==> src/rtl/i2c_target_pkg.sv <==
// Shared types and constants for the I2C register target: FSM state encoding,
// bus ACK/NACK levels and the glitch-filter length.
package i2c_target_pkg;

  typedef enum logic [3:0] {
    ST_IDLE,
    ST_ADDR,
    ST_ADDR_ACK,
    ST_PTR,
    ST_PTR_ACK,
    ST_WDATA,
    ST_WDATA_ACK,
    ST_RDATA,
    ST_RDATA_ACK
  } state_t;

  localparam logic I2C_ACK  = 1'b0;
  localparam logic I2C_NACK = 1'b1;
  localparam int   FILT_LEN = 3;

  function automatic logic majority3(input logic [2:0] s);
    return (s[0] & s[1]) | (s[0] & s[2]) | (s[1] & s[2]);
  endfunction

endpackage

==> src/rtl/i2c_line_filter.sv <==
// Synchronizes and majority-filters SCL and SDA, then derives SCL edges and
// START/STOP conditions from the filtered pair.
module i2c_line_filter
  import i2c_target_pkg::*;
(
  input  logic clk,
  input  logic rst,
  input  logic scl_i,
  input  logic sda_i,
  output logic sda,
  output logic scl_rise,
  output logic scl_fall,
  output logic start_det,
  output logic stop_det
);

  logic [1:0]          scl_sync_q, scl_sync_d, sda_sync_q, sda_sync_d;
  logic [FILT_LEN-1:0] scl_hist_q, scl_hist_d, sda_hist_q, sda_hist_d;
  logic                scl_f_q, scl_f_d, scl_p_q, scl_p_d;
  logic                sda_f_q, sda_f_d, sda_p_q, sda_p_d;

  always_comb begin
    scl_sync_d = {scl_sync_q[0], scl_i};
    sda_sync_d = {sda_sync_q[0], sda_i};
    scl_hist_d = {scl_hist_q[FILT_LEN-2:0], scl_sync_q[1]};
    sda_hist_d = {sda_hist_q[FILT_LEN-2:0], sda_sync_q[1]};
    scl_f_d    = majority3(scl_hist_q);
    sda_f_d    = majority3(sda_hist_q);
    scl_p_d    = scl_f_q;
    sda_p_d    = sda_f_q;
  end

  // Idle bus is high on both lines, so everything resets to 1.
  always_ff @(posedge clk or posedge rst) begin
    if (rst) begin
      scl_sync_q <= '1;
      sda_sync_q <= '1;
      scl_hist_q <= '1;
      sda_hist_q <= '1;
      scl_f_q    <= 1'b1;
      sda_f_q    <= 1'b1;
      scl_p_q    <= 1'b1;
      sda_p_q    <= 1'b1;
    end else begin
      scl_sync_q <= scl_sync_d;
      sda_sync_q <= sda_sync_d;
      scl_hist_q <= scl_hist_d;
      sda_hist_q <= sda_hist_d;
      scl_f_q    <= scl_f_d;
      sda_f_q    <= sda_f_d;
      scl_p_q    <= scl_p_d;
      sda_p_q    <= sda_p_d;
    end
  end

  assign sda       = sda_f_q;
  assign scl_rise  = scl_f_q & ~scl_p_q;
  assign scl_fall  = ~scl_f_q & scl_p_q;
  assign start_det = scl_f_q & scl_p_q & sda_p_q & ~sda_f_q;
  assign stop_det  = scl_f_q & scl_p_q & ~sda_p_q & sda_f_q;

endmodule

==> src/rtl/i2c_target_core.sv <==
// I2C register-file target: write sets a pointer then auto-increments data writes,
// read streams mem[ptr] onward. Define I2C_GEN_CALL_EN to accept general-call writes.
module i2c_target_core
  import i2c_target_pkg::*;
#(
  parameter logic [6:0] SLAVE_ADDR = 7'h3A,
  parameter int         MEM_DEPTH  = 8
) (
  input  logic       clk,
  input  logic       rst,
  input  logic       scl_i,
  input  logic       sda_i,
  output logic       sda_oe,
  output logic       wr_valid,
  output logic [7:0] wr_addr,
  output logic [7:0] saved_data,
  output logic       busy,
  output state_t     dbg_state
);

  localparam int PW = $clog2(MEM_DEPTH);

  logic sda, scl_rise, scl_fall, start_det, stop_det;

  i2c_line_filter u_filter (
    .clk(clk), .rst(rst), .scl_i(scl_i), .sda_i(sda_i),
    .sda(sda), .scl_rise(scl_rise), .scl_fall(scl_fall),
    .start_det(start_det), .stop_det(stop_det)
  );

  state_t          state_q, state_d;
  logic [3:0]      bit_cnt_q, bit_cnt_d;
  logic [7:0]      shift_q, shift_d;
  logic [PW-1:0]   ptr_q, ptr_d, ptr_inc;
  logic            rw_q, rw_d, busy_q, busy_d;
  logic            sda_oe_q, sda_oe_d, wr_valid_q, wr_valid_d;
  logic [7:0]      wr_addr_q, wr_addr_d, saved_data_q, saved_data_d;
  logic [7:0]      mem_q [MEM_DEPTH];
  logic            mem_we, addr_hit, gen_hit;

  assign ptr_inc = ptr_q + PW'(1);

`ifdef I2C_GEN_CALL_EN
  assign gen_hit = (shift_q == 8'h00);
`else
  assign gen_hit = 1'b0;
`endif
  assign addr_hit = (shift_q[7:1] == SLAVE_ADDR) || gen_hit;

  always_ff @(posedge clk or posedge rst) begin
    if (rst) begin
      state_q      <= ST_IDLE;
      bit_cnt_q    <= '0;
      shift_q      <= '0;
      ptr_q        <= '0;
      rw_q         <= 1'b0;
      busy_q       <= 1'b0;
      sda_oe_q     <= 1'b0;
      wr_valid_q   <= 1'b0;
      wr_addr_q    <= '0;
      saved_data_q <= '0;
      for (int i = 0; i < MEM_DEPTH; i++) mem_q[i] <= '0;
    end else begin
      state_q      <= state_d;
      bit_cnt_q    <= bit_cnt_d;
      shift_q      <= shift_d;
      ptr_q        <= ptr_d;
      rw_q         <= rw_d;
      busy_q       <= busy_d;
      sda_oe_q     <= sda_oe_d;
      wr_valid_q   <= wr_valid_d;
      wr_addr_q    <= wr_addr_d;
      saved_data_q <= saved_data_d;
      if (mem_we) mem_q[ptr_q] <= shift_q;
    end
  end

  // Bits are taken on SCL rise; every state change and SDA update happens on SCL fall,
  // except START/STOP which can only move the FSM to states that release SDA.
  always_comb begin
    state_d   = state_q;
    bit_cnt_d = bit_cnt_q;
    shift_d   = shift_q;
    ptr_d     = ptr_q;
    rw_d      = rw_q;
    busy_d    = busy_q;
    mem_we    = 1'b0;
    if (start_det) begin
      state_d   = ST_ADDR;
      bit_cnt_d = '0;
    end else if (stop_det) begin
      state_d = ST_IDLE;
      busy_d  = 1'b0;
    end else if (scl_rise) begin
      if (state_q inside {ST_ADDR, ST_PTR, ST_WDATA, ST_RDATA_ACK})
        shift_d = {shift_q[6:0], sda};
      if (state_q != ST_IDLE) bit_cnt_d = bit_cnt_q + 4'd1;
    end else if (scl_fall) begin
      case (state_q)
        ST_ADDR: if (bit_cnt_q == 4'd8) begin
          bit_cnt_d = '0;
          if (addr_hit && !(gen_hit && shift_q[0])) begin
            state_d = ST_ADDR_ACK;
            rw_d    = shift_q[0];
            busy_d  = 1'b1;
          end else begin
            state_d = ST_IDLE;
            busy_d  = 1'b0;
          end
        end
        ST_ADDR_ACK: begin
          bit_cnt_d = '0;
          if (rw_q) begin
            state_d = ST_RDATA;
            shift_d = mem_q[ptr_q];
          end else begin
            state_d = ST_PTR;
          end
        end
        ST_PTR: if (bit_cnt_q == 4'd8) begin
          state_d   = ST_PTR_ACK;
          ptr_d     = shift_q[PW-1:0];
          bit_cnt_d = '0;
        end
        ST_PTR_ACK, ST_WDATA_ACK: begin
          state_d   = ST_WDATA;
          bit_cnt_d = '0;
        end
        ST_WDATA: if (bit_cnt_q == 4'd8) begin
          state_d   = ST_WDATA_ACK;
          mem_we    = 1'b1;
          ptr_d     = ptr_inc;
          bit_cnt_d = '0;
        end
        ST_RDATA: begin
          if (bit_cnt_q == 4'd8) begin
            state_d   = ST_RDATA_ACK;
            bit_cnt_d = '0;
          end else begin
            shift_d = {shift_q[6:0], 1'b0};
          end
        end
        ST_RDATA_ACK: begin
          bit_cnt_d = '0;
          if (shift_q[0] == I2C_NACK) begin
            state_d = ST_IDLE;
            busy_d  = 1'b0;
          end else begin
            state_d = ST_RDATA;
            ptr_d   = ptr_inc;
            shift_d = mem_q[ptr_inc];
          end
        end
        default: ;
      endcase
    end
  end

  // SDA drive is decoded from the next state so it registers on the same clock as the move.
  always_comb begin
    sda_oe_d = 1'b0;
    case (state_d)
      ST_ADDR_ACK, ST_PTR_ACK, ST_WDATA_ACK: sda_oe_d = ~I2C_ACK;
      ST_RDATA:                              sda_oe_d = ~shift_d[7];
      default:                               sda_oe_d = 1'b0;
    endcase
    wr_valid_d   = mem_we;
    wr_addr_d    = mem_we ? 8'(ptr_q) : wr_addr_q;
    saved_data_d = mem_we ? shift_q : saved_data_q;
  end

  assign sda_oe     = sda_oe_q;
  assign wr_valid   = wr_valid_q;
  assign wr_addr    = wr_addr_q;
  assign saved_data = saved_data_q;
  assign busy       = busy_q;
  assign dbg_state  = state_q;

endmodule

==> config.mk <==
export PLATFORM = sky130hd
export DESIGN_NAME = i2c_target_core
export DESIGN_NICKNAME = d
export VERILOG_FILES = /design/src/rtl/i2c_target_pkg.sv /design/src/rtl/i2c_line_filter.sv /design/src/rtl/i2c_target_core.sv
export SDC_FILE = /design/constraint.sdc
export NUM_CORES = 1
export LEC_CHECK = 0
export CAP_MARGIN = 15
export CORE_ASPECT_RATIO = 0.6
export CORE_MARGIN = 4
export CORE_UTILIZATION = 55
export DETAILED_ROUTE_END_ITERATION = 10
export DONT_BUFFER_PORTS = 1
export GPL_TIMING_DRIVEN = 0
export HOLD_SLACK_MARGIN = 0.12
export PLACE_DENSITY_LB_ADDON = 0.15
export SKIP_LAST_GASP = 1
export SLEW_MARGIN = 10
export SYNTH_ARGS = -nofsm -noshare
export SYNTH_HDL_FRONTEND = slang
export SYNTH_HIERARCHICAL = 1
export SYNTH_SLANG_ARGS = --single-unit
==> constraint.sdc <==
create_clock -name clk -period 8.9 [get_ports clk]
set_clock_uncertainty 0.05 [all_clocks]
set_input_delay 1.78 -clock clk [delete_from_list [all_inputs] [get_ports clk]]
set_output_delay 1.78 -clock clk [all_outputs]
set_load 0.01 [all_outputs]
==> reports/metrics.csv <==
metric,value,unit
fin_setup_tns,0,ps
power,0.00117,W
initial_core_util,56.7,%
outcome,finished clean,
area_growth,8.39,%
synth_seq_cells,112,
grt_util_all_layers,25.4,%
setup_viol,0,
peakVddDrop,0.000111,V
diodes,0,
hold_viol_final,0,
clk_latency,360,ps
die_height,89.3,um
drive_above_1_share,34.9,%
place_congestion,0.931,
relSlewSlack,35.1,%
die-area,0.0128,mm^2
fin_nets,506,
power.leakage,2.88,nW
syn-cell-area,0.00605,mm^2
syn_inst,483,
crit_fanout,8,
holdWs,306,ps
synth.avg_cell_area,12.5,um^2
core,0.0107,mm^2
overflow,0,
synth-edff-count,0,
ys_async_sr_fraction,100,%
powerDensity,179,mW/mm^2
crit_arrival,3340,ps
grt_pass1_wl,24200,um
dp_cells,627,
cp-endpoint,mem_q[8],
ys_warn_count,6,
vias,4135,
final_antenna_net_count,0,
rsz0062_at_grt,false,
die_x,143,um
ys_seq_area_share,46.6,%
row_count,29,
yosysUniqueCellTypes,70,
antenna_found_initial,0,
cp_data_required_time,9090,ps
grt_pass1_vias,4165,
post_cts_buffers,0,
finalMaxSlewViolations,0,
worstMarginPinSlew,968,ps
dr.pass1.iters,5,
pin_count,27,
clk_pin_slew_worst_paths,70,ps
crit_start,u_filter/scl_p_q,
cts.path.max_buffers,2,
r2r_setup_slack,5750,ps
min_period,3150,ps
postCtsHoldBufs,0,
stdcell_count,643,
hold_class,register to register,
drt_iter0_drc,390,
ys.flop_type,dfrtp_1,
reg2reg_depth,6,
critPathLaunchType,register,
post_drt_via_cell_ratio,6.43,
numCtsBuffers,9,
fin_crit_sh,35.4,%
ctsResizeCount,0,
wl,14900,um
ys_top_cells_by_area,"dfrtp_1 41%, mux2_2 13%, mux4_2 12%, dfstp_2 6.1%, mux2i_1 3.3%",
r2r-end,mem_q[8],
cts_tree,done,
clockRootBuffer,clkbuf_16,
grt_max_degree,64,
max-cap-violations,0,
drc,0,
fin_util,61.5,%
io_buffers,0,
crit_type,register to register,
synth_top_cell_by_area,dfrtp_1,
maxClockFrequency,317,MHz
synth_top_area_share,40.5,%
dp_hpwl,10700,um
cts-htree-levels,3,
yosysMostFrequentCell,dfrtp_1,
wl_per_cell,23.2,um
cts_num_sinks,112,
cp-end-kind,register,
r2r_start,u_filter/scl_p_q,
ys_top_cells_by_count,"98 x dfrtp_1, 69 x mux2_2, 32 x mux4_2",
power breakdown:
group / internal (W) / switching [W]
clock: 0.000198 / 0.000199
combinational: 0.0000651 / 0.000138
sequential: 0.000541 / 0.0000319
logic make-up (layout without fill, tap and decap cells):
logic type | Yosys count | in the layout | synth area share [%]
flops | 112 | 112 | 46.6
other cells | 1 | 5 | 0.0620
compound gates | 79 | 79 | 8.37
mux | 122 | 122 | 28.2
xor+xnor | 3 | 3 | 0.558
fa+ha+maj | 5 | 5 | 0.992
buf+inv | 54 | 71 | 4.38
simple gates | 107 | 107 | 10.8
per-stage QoR:
stage | worst slack (ps) | area [um^2]
after CTS | 5820 | 6560
final | 5750 | 6560
after global placement | 3350 | 6240
after global routing | 5600 | 6560
after detailed placement | 5820 | 6270
after floorplan | 4510 | 6070
critical path, cell delays in order, from the launching register on:
cell and delay [ps]:
dfstp_2 550, nor2b_1 390, nand2b_2 240, nor3_4 320
nand4_4 230, nor3_2 820, mux2_2 420
area by class of cell:
type                    count  area, um^2
fillers                   855        4110
multi-input cells         321        2980
flip-flops and latches    112        2820
clock buffers              10         229
plain buffers              38         204
well taps                 139         174
inverters                  16        63.8
clock inverters             6        60.1
repair buffers              1        27.5
how the worst min path moves through the flow:
| stage | from | to | slack [ps] | cells past startpoint |
|---|---|---|---|---|
| finish | u_filter/sda_sync_q[1] | u_filter/sda_hist_q[0] | 310 | 0 |
| global route | u_filter/sda_sync_q[1] | u_filter/sda_hist_q[0] | 310 | 0 |
| CTS | u_filter/sda_sync_q[1] | u_filter/sda_hist_q[0] | 310 | 0 |
| detailed placement | u_filter/sda_sync_q[1] | u_filter/sda_hist_q[0] | 300 | 0 |
| global placement | u_filter/scl_sync_q[1] | u_filter/scl_hist_q[0] | 300 | 0 |
| floorplan | u_filter/scl_sync_q[1] | u_filter/scl_hist_q[0] | 300 | 0 |
metal layers:
metal	up-vias	routed length, um	GRT usage, %
li1	1829	-	-
met1	2111	7060	38.5
met2	177	6240	36.0
met3	18	1450	7.80
met4	0	177	5.98
met5	-	0	0
flip-flops by register name, indices dropped and copies added (netlist names):
name                 flops
u_filter/scl_sync_q      2
u_filter/scl_f_q         1
wr_valid                 1
ptr_q                    3
shift_q                  8
wr_addr                  3
rw_q                     1
u_filter/scl_p_q         1
bit_cnt_q                4
u_filter/sda_sync_q      2
u_filter/sda_p_q         1
u_filter/sda_hist_q      3
dbg_state                4
u_filter/sda             1
sda_oe                   1
saved_data               8
u_filter/scl_hist_q      3
busy                     1
mem_q                   64
cell usage in the layout (no fill, tap or decap), types with 3 or more instances in the layout:
master     count
o22ai_1        9
or2_2          3
mux2_2        69
nor2b_1        7
nand3b_1       3
dfstp_2       14
conb_1         5
nand3_1        6
clkbuf_1      14
clkbuf_16      9
nor4_1         3
dfrtp_1       98
a21oi_1       17
ha_1           3
inv_1         14
o21ai_0       18
nor2_1        24
nor3b_1        3
a22oi_1        8
o21ai_1        4
buf_4         10
mux4_2        32
nand2b_1       3
buf_2         13
mux2i_1       20
inv_6          5
nand2_1       24
nor3_1         7
Note: power is estimated with default switching activity, not from simulation.
